File: src/rtl/seg_scan_ctrl_pkg.sv
// rtl/seg_scan_ctrl_pkg.sv - shared seven-segment glyph constants and scan FSM states
package seg_scan_ctrl_pkg;

    // All segments dark (active-low)
    localparam logic [6:0] SEG_OFF = 7'h7F;

    typedef enum logic [1:0] {
        ST_OFF  = 2'd0,
        ST_SCAN = 2'd1,
        ST_GAP  = 2'd2
    } scan_state_e;

    // Hex nibble to active-low segments, bit 6 = g ... bit 0 = a
    function automatic logic [6:0] hex_glyph(input logic [3:0] nib);
        logic [6:0] g;
        case (nib)
            4'h0: g = 7'h40;
            4'h1: g = 7'h79;
            4'h2: g = 7'h24;
            4'h3: g = 7'h30;
            4'h4: g = 7'h19;
            4'h5: g = 7'h12;
            4'h6: g = 7'h02;
            4'h7: g = 7'h78;
            4'h8: g = 7'h00;
            4'h9: g = 7'h10;
            4'hA: g = 7'h08;
            4'hB: g = 7'h03;
            4'hC: g = 7'h46;
            4'hD: g = 7'h21;
            4'hE: g = 7'h06;
            default: g = 7'h0E;
        endcase
        return g;
    endfunction

endpackage

File: src/rtl/seg_hex_decode.sv
// rtl/seg_hex_decode.sv - combinational hex nibble to active-low 7-segment decode
module seg_hex_decode
    import seg_scan_ctrl_pkg::*;
(
    input  logic [3:0] hex,
    output logic [6:0] seg
);

    // Pure table lookup, shared glyph definitions
    always_comb begin
        seg = hex_glyph(hex);
    end

endmodule

File: src/rtl/seg_scan_ctrl.sv
// rtl/seg_scan_ctrl.sv - multiplexed seven-segment scan controller with frame-synchronous update
module seg_scan_ctrl
    import seg_scan_ctrl_pkg::*;
#(
    parameter int NDIG     = 4,
    parameter int SCAN_DIV = 1000,
    parameter int GAP_CYC  = 2
) (
    input  logic              clk,
    input  logic              rst,
    input  logic              en,
    input  logic              wr_valid,
    output logic              wr_ready,
    input  logic [4*NDIG-1:0] wr_data,
    input  logic [NDIG-1:0]   wr_blank,
    output logic [6:0]        seg,
    output logic [NDIG-1:0]   an
);

    localparam int CNT_MAX   = (SCAN_DIV > GAP_CYC) ? SCAN_DIV : GAP_CYC;
    localparam int CNT_W     = $clog2(CNT_MAX + 1);
    localparam int PTR_W     = $clog2(NDIG);
    localparam int GAP_LAST  = (GAP_CYC > 0) ? GAP_CYC - 1 : 0;

    localparam logic [CNT_W-1:0] SCAN_END = CNT_W'(SCAN_DIV - 1);
    localparam logic [CNT_W-1:0] GAP_END  = CNT_W'(GAP_LAST);
    localparam logic [PTR_W-1:0] PTR_END  = PTR_W'(NDIG - 1);

    scan_state_e         state_q, state_d;
    logic [PTR_W-1:0]    ptr_q, ptr_d;
    logic [CNT_W-1:0]    cnt_q, cnt_d;
    logic                pending_q, pending_d;
    logic [4*NDIG-1:0]   stage_data_q, stage_data_d;
    logic [NDIG-1:0]     stage_blank_q, stage_blank_d;
    logic [4*NDIG-1:0]   disp_data_q, disp_data_d;
    logic [NDIG-1:0]     disp_blank_q, disp_blank_d;
    logic [6:0]          seg_q, seg_d;
    logic [NDIG-1:0]     an_q, an_d;
    logic                frame_wrap;
    logic [6:0]          glyph;

    assign wr_ready = ~pending_q;
    assign seg      = seg_q;
    assign an       = an_q;

    seg_hex_decode u_decode (
        .hex (disp_data_q[4*ptr_q +: 4]),
        .seg (glyph)
    );

    // Scan FSM: slot/gap timing, digit pointer and frame-wrap detection
    always_comb begin
        state_d    = state_q;
        ptr_d      = ptr_q;
        cnt_d      = cnt_q;
        frame_wrap = 1'b0;
        case (state_q)
            ST_OFF: begin
                if (en) begin
                    state_d = ST_SCAN;
                    ptr_d   = '0;
                    cnt_d   = '0;
                end
            end
            ST_SCAN: begin
                if (cnt_q == SCAN_END) begin
                    cnt_d = '0;
                    if (GAP_CYC == 0) begin
                        if (ptr_q == PTR_END) begin
                            ptr_d      = '0;
                            frame_wrap = 1'b1;
                        end else begin
                            ptr_d = ptr_q + 1'b1;
                        end
                    end else begin
                        state_d = ST_GAP;
                    end
                end else begin
                    cnt_d = cnt_q + 1'b1;
                end
            end
            ST_GAP: begin
                if (cnt_q == GAP_END) begin
                    cnt_d   = '0;
                    state_d = ST_SCAN;
                    if (ptr_q == PTR_END) begin
                        ptr_d      = '0;
                        frame_wrap = 1'b1;
                    end else begin
                        ptr_d = ptr_q + 1'b1;
                    end
                end else begin
                    cnt_d = cnt_q + 1'b1;
                end
            end
            default: begin
                state_d = ST_OFF;
            end
        endcase
        if (!en) begin
            state_d = ST_OFF;
            ptr_d   = '0;
            cnt_d   = '0;
        end
    end

    // Update handshake: stage on accept, commit only at a frame boundary or while off
    always_comb begin
        pending_d     = pending_q;
        stage_data_d  = stage_data_q;
        stage_blank_d = stage_blank_q;
        disp_data_d   = disp_data_q;
        disp_blank_d  = disp_blank_q;
        if (pending_q) begin
            if ((state_q == ST_OFF) || frame_wrap) begin
                disp_data_d  = stage_data_q;
                disp_blank_d = stage_blank_q;
                pending_d    = 1'b0;
            end
        end else if (wr_valid) begin
            stage_data_d  = wr_data;
            stage_blank_d = wr_blank;
            pending_d     = 1'b1;
        end
    end

    // Next output pattern from the current state and pointer (one registered stage)
    always_comb begin
        seg_d = SEG_OFF;
        an_d  = '1;
        if (state_q == ST_SCAN) begin
            an_d  = ~(NDIG'(1) << ptr_q);
            seg_d = disp_blank_q[ptr_q] ? SEG_OFF : glyph;
        end
    end

    // State and output registers; reset darkens the display and drops any pending update
    always_ff @(posedge clk or posedge rst) begin
        if (rst) begin
            state_q       <= ST_OFF;
            ptr_q         <= '0;
            cnt_q         <= '0;
            pending_q     <= 1'b0;
            stage_data_q  <= '0;
            stage_blank_q <= '1;
            disp_data_q   <= '0;
            disp_blank_q  <= '1;
            seg_q         <= SEG_OFF;
            an_q          <= '1;
        end else begin
            state_q       <= state_d;
            ptr_q         <= ptr_d;
            cnt_q         <= cnt_d;
            pending_q     <= pending_d;
            stage_data_q  <= stage_data_d;
            stage_blank_q <= stage_blank_d;
            disp_data_q   <= disp_data_d;
            disp_blank_q  <= disp_blank_d;
            seg_q         <= seg_d;
            an_q          <= an_d;
        end
    end

endmodule
File: config.mk
export PLATFORM = sky130hd
export DESIGN_NAME = seg_scan_ctrl
export DESIGN_NICKNAME = d
export VERILOG_FILES = /design/src/rtl/seg_scan_ctrl_pkg.sv /design/src/rtl/seg_hex_decode.sv /design/src/rtl/seg_scan_ctrl.sv
export SDC_FILE = /design/constraint.sdc
export NUM_CORES = 1
export LEC_CHECK = 0
export ABC_AREA = 0
export CAP_MARGIN = 30
export CORE_MARGIN = 3
export CORE_UTILIZATION = 40
export DETAILED_ROUTE_END_ITERATION = 10
export HOLD_SLACK_MARGIN = 0.02
export PLACE_DENSITY = 0.67
export SLEW_MARGIN = 5
export SYNTH_ARGS = -nofsm -noshare
export SYNTH_HDL_FRONTEND = slang
export SYNTH_SLANG_ARGS = --single-unit
File: constraint.sdc
create_clock -name clk -period 4.35 [get_ports clk]
set_input_delay 0.6525 -clock clk [delete_from_list [all_inputs] [get_ports clk]]
set_output_delay 0.6525 -clock clk [all_outputs]
set_load 0.02 [all_outputs]
==> summary by stage <==
Synthesis
In this run, synthesis produced a sequential element count of 66. The synthesized area per cell is 12.8 sq um. In the synthesized netlist the async set-or-reset flop fraction comes to 1.00. Of the post-synthesis cell area, the dominant cell type holds 0.356.

The cell area after technology mapping is 3300 sq um. The largest total area in the synthesized netlist belongs to dfrtp_1. The cell count after synthesis came out at 258. Yosys mapped a number of flops with a built-in enable equal to 0. The share of synthesized area occupied by flip-flops and latches is 0.508. The number of nets handed over by synthesis was 298. The number of library cell types mapped by synthesis is 46. The most used flip-flop cell after synthesis is dfrtp_1.

By area the synthesized netlist is led by dfrtp_1 36%, dfstp_2 15%, mux2_4 8.6%. The number of warning messages in the yosys log is 0.

Worst setup path
The type of element capturing the critical path is a flip-flop. In this design, the stage delay of the slowest critical-path cell is 0.59 ns. The standard cell with the maximum stage delay on the critical path is o21a_2. For the worst setup path, the data arrival time is 2.68 ns.

The signal on the critical path passes through inv_1, ha_1, or4b_4, nor4_2, o21a_2, mux2_2. Along the worst path, the maximum fanout reaches 21. The data required time at the worst endpoint is 4.57 ns.

STA classifies the critical path startpoint as a flip-flop. The critical path is of the flip-flop to flip-flop type.

Route
After detailed routing, the number of vias per cell comes to 5.17. The detailed router placed 2095 vias in this run. After detailed routing, the average wire length per cell comes to 14.6 microns.

Summed over all layers, the routed wires come to 5920 microns. Before antenna repair, the detailed router went through 4 iterations. In the routed design, unresolved DRC markers number 0. The remaining number of nets flagged by the antenna check after routing is 0.

For this block, the initial DRC count from the detailed router was 61.

STA
Based on the critical path, the design can be clocked at up to 407 MHz. Headroom to the max-slew limit came out at 0.355. Setup violations remaining at the end of the flow were counted as 0. The minimum hold slack is 0.507 ns. The smallest setup slack after layout is 1.89 ns.

Setup repair after global routing left no endpoint under its margin. The final hold violation count is 0. The clock skew is 0.00770 ns. The post-route minimum period is 2.46 ns. The final number of max-transition violations came to 0. Dividing the final minimum period by the clock period gives 0.565. The transition at the pin with the smallest max-transition slack is 0.960 ns. Setup total negative slack on the finished layout was measured at 0 ns.

Global routing
The met2 track demand over resource in global routing is 0.198. The via count of the first global-routing pass is 2090. The met3 track utilization from global routing is 0.0252.

The largest net degree at the start of global routing is 45. In this run the most used layer during global routing was met2. The initial antenna violation count came to 0.

For this run, global-route usage on met1 was measured as 0.182. The final global-route overflow total is 0. The total global routing track utilization is 0.133.

The wire length of the first global-routing pass is 10100 microns.

Worst hold path
The worst min-delay path class is flip-flop to flip-flop.

Layout
The area added between synthesis and finish is 19.1%. The utilization of the core after routing is 0.498. The count of cells in the finished layout, fillers not included, comes to 405. In the final layout, the share of cells above drive strength 1 is 0.294.

The final layout contains 338 nets. 0 antenna diodes ended up in the layout. The final design area excluding fillers is 3930 sq um.

Power
For this design the ratio of total power to cell area is 653 nW/um^2. The share of power burned in registers is 0.406. The internal power is 1.75 mW. The relative contribution of the clock network to total power is 0.189. The static leakage power is 1.66 nW. The switching share of power is 0.318.

The share of total power dissipated in combinational logic is 0.405. Summed over all nets, the switching power comes to 816 uW. Total power for the finished layout comes to 2.57 mW. The worst-case IR drop observed on VDD is 0.000199 V.

Floorplanning
For this configuration, the core starts out at a cell density of 0.418. The number of core rows is 32. The x dimension of the die is 96.8 microns.

The number of ports placed on the die boundary is 36. The area enclosed by the die boundary is 9380 sq um. The floorplan die height is 96.8 microns. The placeable core area is 7890 sq um.

Flow run
Across the run, the number of max-cap violations was 0.

Clock network
The total number of clock tree sinks is 66. The clock tree from TritonCTS is done. The clock insertion delay at the later pin of the skew report is 0.34 ns. The clock-pin transition on the worst setup and hold timing paths is 0.07 ns. The maximum clock insertion buffer count is 2. The count of instances resized after the clock tree is built is 0.

The root buffer cell is clkbuf_8. The total clock buffers created by CTS is 9. The H-tree was split into 3 levels. The count of buffers added by post-CTS timing repair for setup is 0. The hold-fix buffer count after cts is 0.

Place
The half-perimeter wire length of the detailed placement result is 4180 microns. The minimum setup slack after placement is 1.78 ns. The port buffer count is 35. The congestion estimate from routability-driven global placement came to 0.844. The cell total after placement is 387.

The area after detailed placement is 3720 sq um.

Status
The run finished with clean final reports.
[layout by cell type, fill, tap and decap left out, types with 2 or more instances in the layout]
cell type         n
o211ai_1          3
nand3_1           5
clkbuf_1          4
a21boi_0          2
nor2b_1           5
o21ai_0           9
inv_1            14
nand2_1          23
clkdlybuf4s50_1  35
ha_1             16
mux4_2            5
nor2_1            5
and2_1            2
nor3_1            4
dfrtp_1          47
o31ai_1           2
nand4_1           3
nand2b_1          2
clkinv_2          2
xnor2_1           2
dfstp_2          19
xor2_1            2
o221ai_1         10
clkbuf_8          9
mux2_4           19
mux2_2           22
a21oi_1           7
[area by class of cell]
class,count,area (sq um)
clock buffer,13,139
clock inverter,3,40.0
fill,667,3960
inverter,15,56.3
multi-input combinational,168,1500
sequential,66,1680
tap,102,128
timing repair buffer,38,393
[worst max-delay path: cells and delay by family, from the launching register on]
family / cells / cell delay [ns]
compound gates: 1 / 0.59
fa+ha+maj: 1 / 0.12
buf+inv: 1 / 0.08
flops: 1 / 0.41
mux: 1 / 0.40
simple gates: 2 / 0.73
[state kept, by name (all words and copies together), names as in the netlist]
name / cells
ptr_q: 2
cnt_q: 10
an: 4
stage_blank_q: 4
stage_data_q: 16
seg: 7
disp_blank_q: 4
state_q: 2
disp_data_q: 16
pending_q: 1
[power by group through the flow]
stage	registers [mW]	clock network [mW]	logic, mW
2_1_floorplan	1.05	0	0.837
4_1_cts	1.05	0.500	1.04
6_report	1.04	0.486	1.04
5_1_grt	1.07	0.524	1.13
3_3_place_gp	1.04	0	1.02
3_5_place_dp	1.05	0	1.04
[cell families (layout without fill, tap and decap cells)]
logic type                 count (synthesis)  in the layout  synth area share
DFF                                       66             66             0.508
buffers and inverters                     24             69            0.0387
xor gates and xnor gates                   4              4            0.0106
and+or+nand+nor                           61             61            0.0982
AOI/OAI and AO/OA                         40             40            0.0857
adders and majority gates                 16             16            0.0607
muxes                                     47             47             0.199
[worst paths after layout]
kind                            startpoint               to  slack [ns]  cells after the start
min in group asynchronous              rst       state_q[1]        0.53                      2
max reg2reg                       cnt_q[1]  disp_data_q[14]        1.89                      6
min                        stage_data_q[9]   disp_data_q[9]        0.51                      1
max                               cnt_q[1]  disp_data_q[14]        1.89                      6
min reg2reg                stage_data_q[9]   disp_data_q[9]        0.51                      1
max in group asynchronous              rst  disp_data_q[15]        3.02                      4
[Yosys cell counts, types with 2 or more instances]
library cell,count
dfrtp_1,47
nand2_1,23
mux2_2,22
dfstp_2,19
mux2_4,19
ha_1,16
inv_1,15
o221ai_1,10
o21ai_0,9
a21oi_1,7
nor2b_1,6
mux4_2,5
nand3_1,5
nor2_1,5
buf_2,4
nor3_1,4
nand4_1,3
o211ai_1,3
a21boi_0,2
and2_1,2
buf_12,2
clkbuf_1,2
nand2b_1,2
o31ai_1,2
xnor2_1,2
xor2_1,2
[per-layer routing]
layer / share of wire / wire length (microns) / up-vias
met5: 0 / 0 / -
li1: - / - / 1008
met3: 0.030 / 178 / 11
met1: 0.50 / 2940 / 1035
met2: 0.45 / 2660 / 41
met4: 0.023 / 138 / 0
Note: power is estimated with default switching activity, not from simulation.
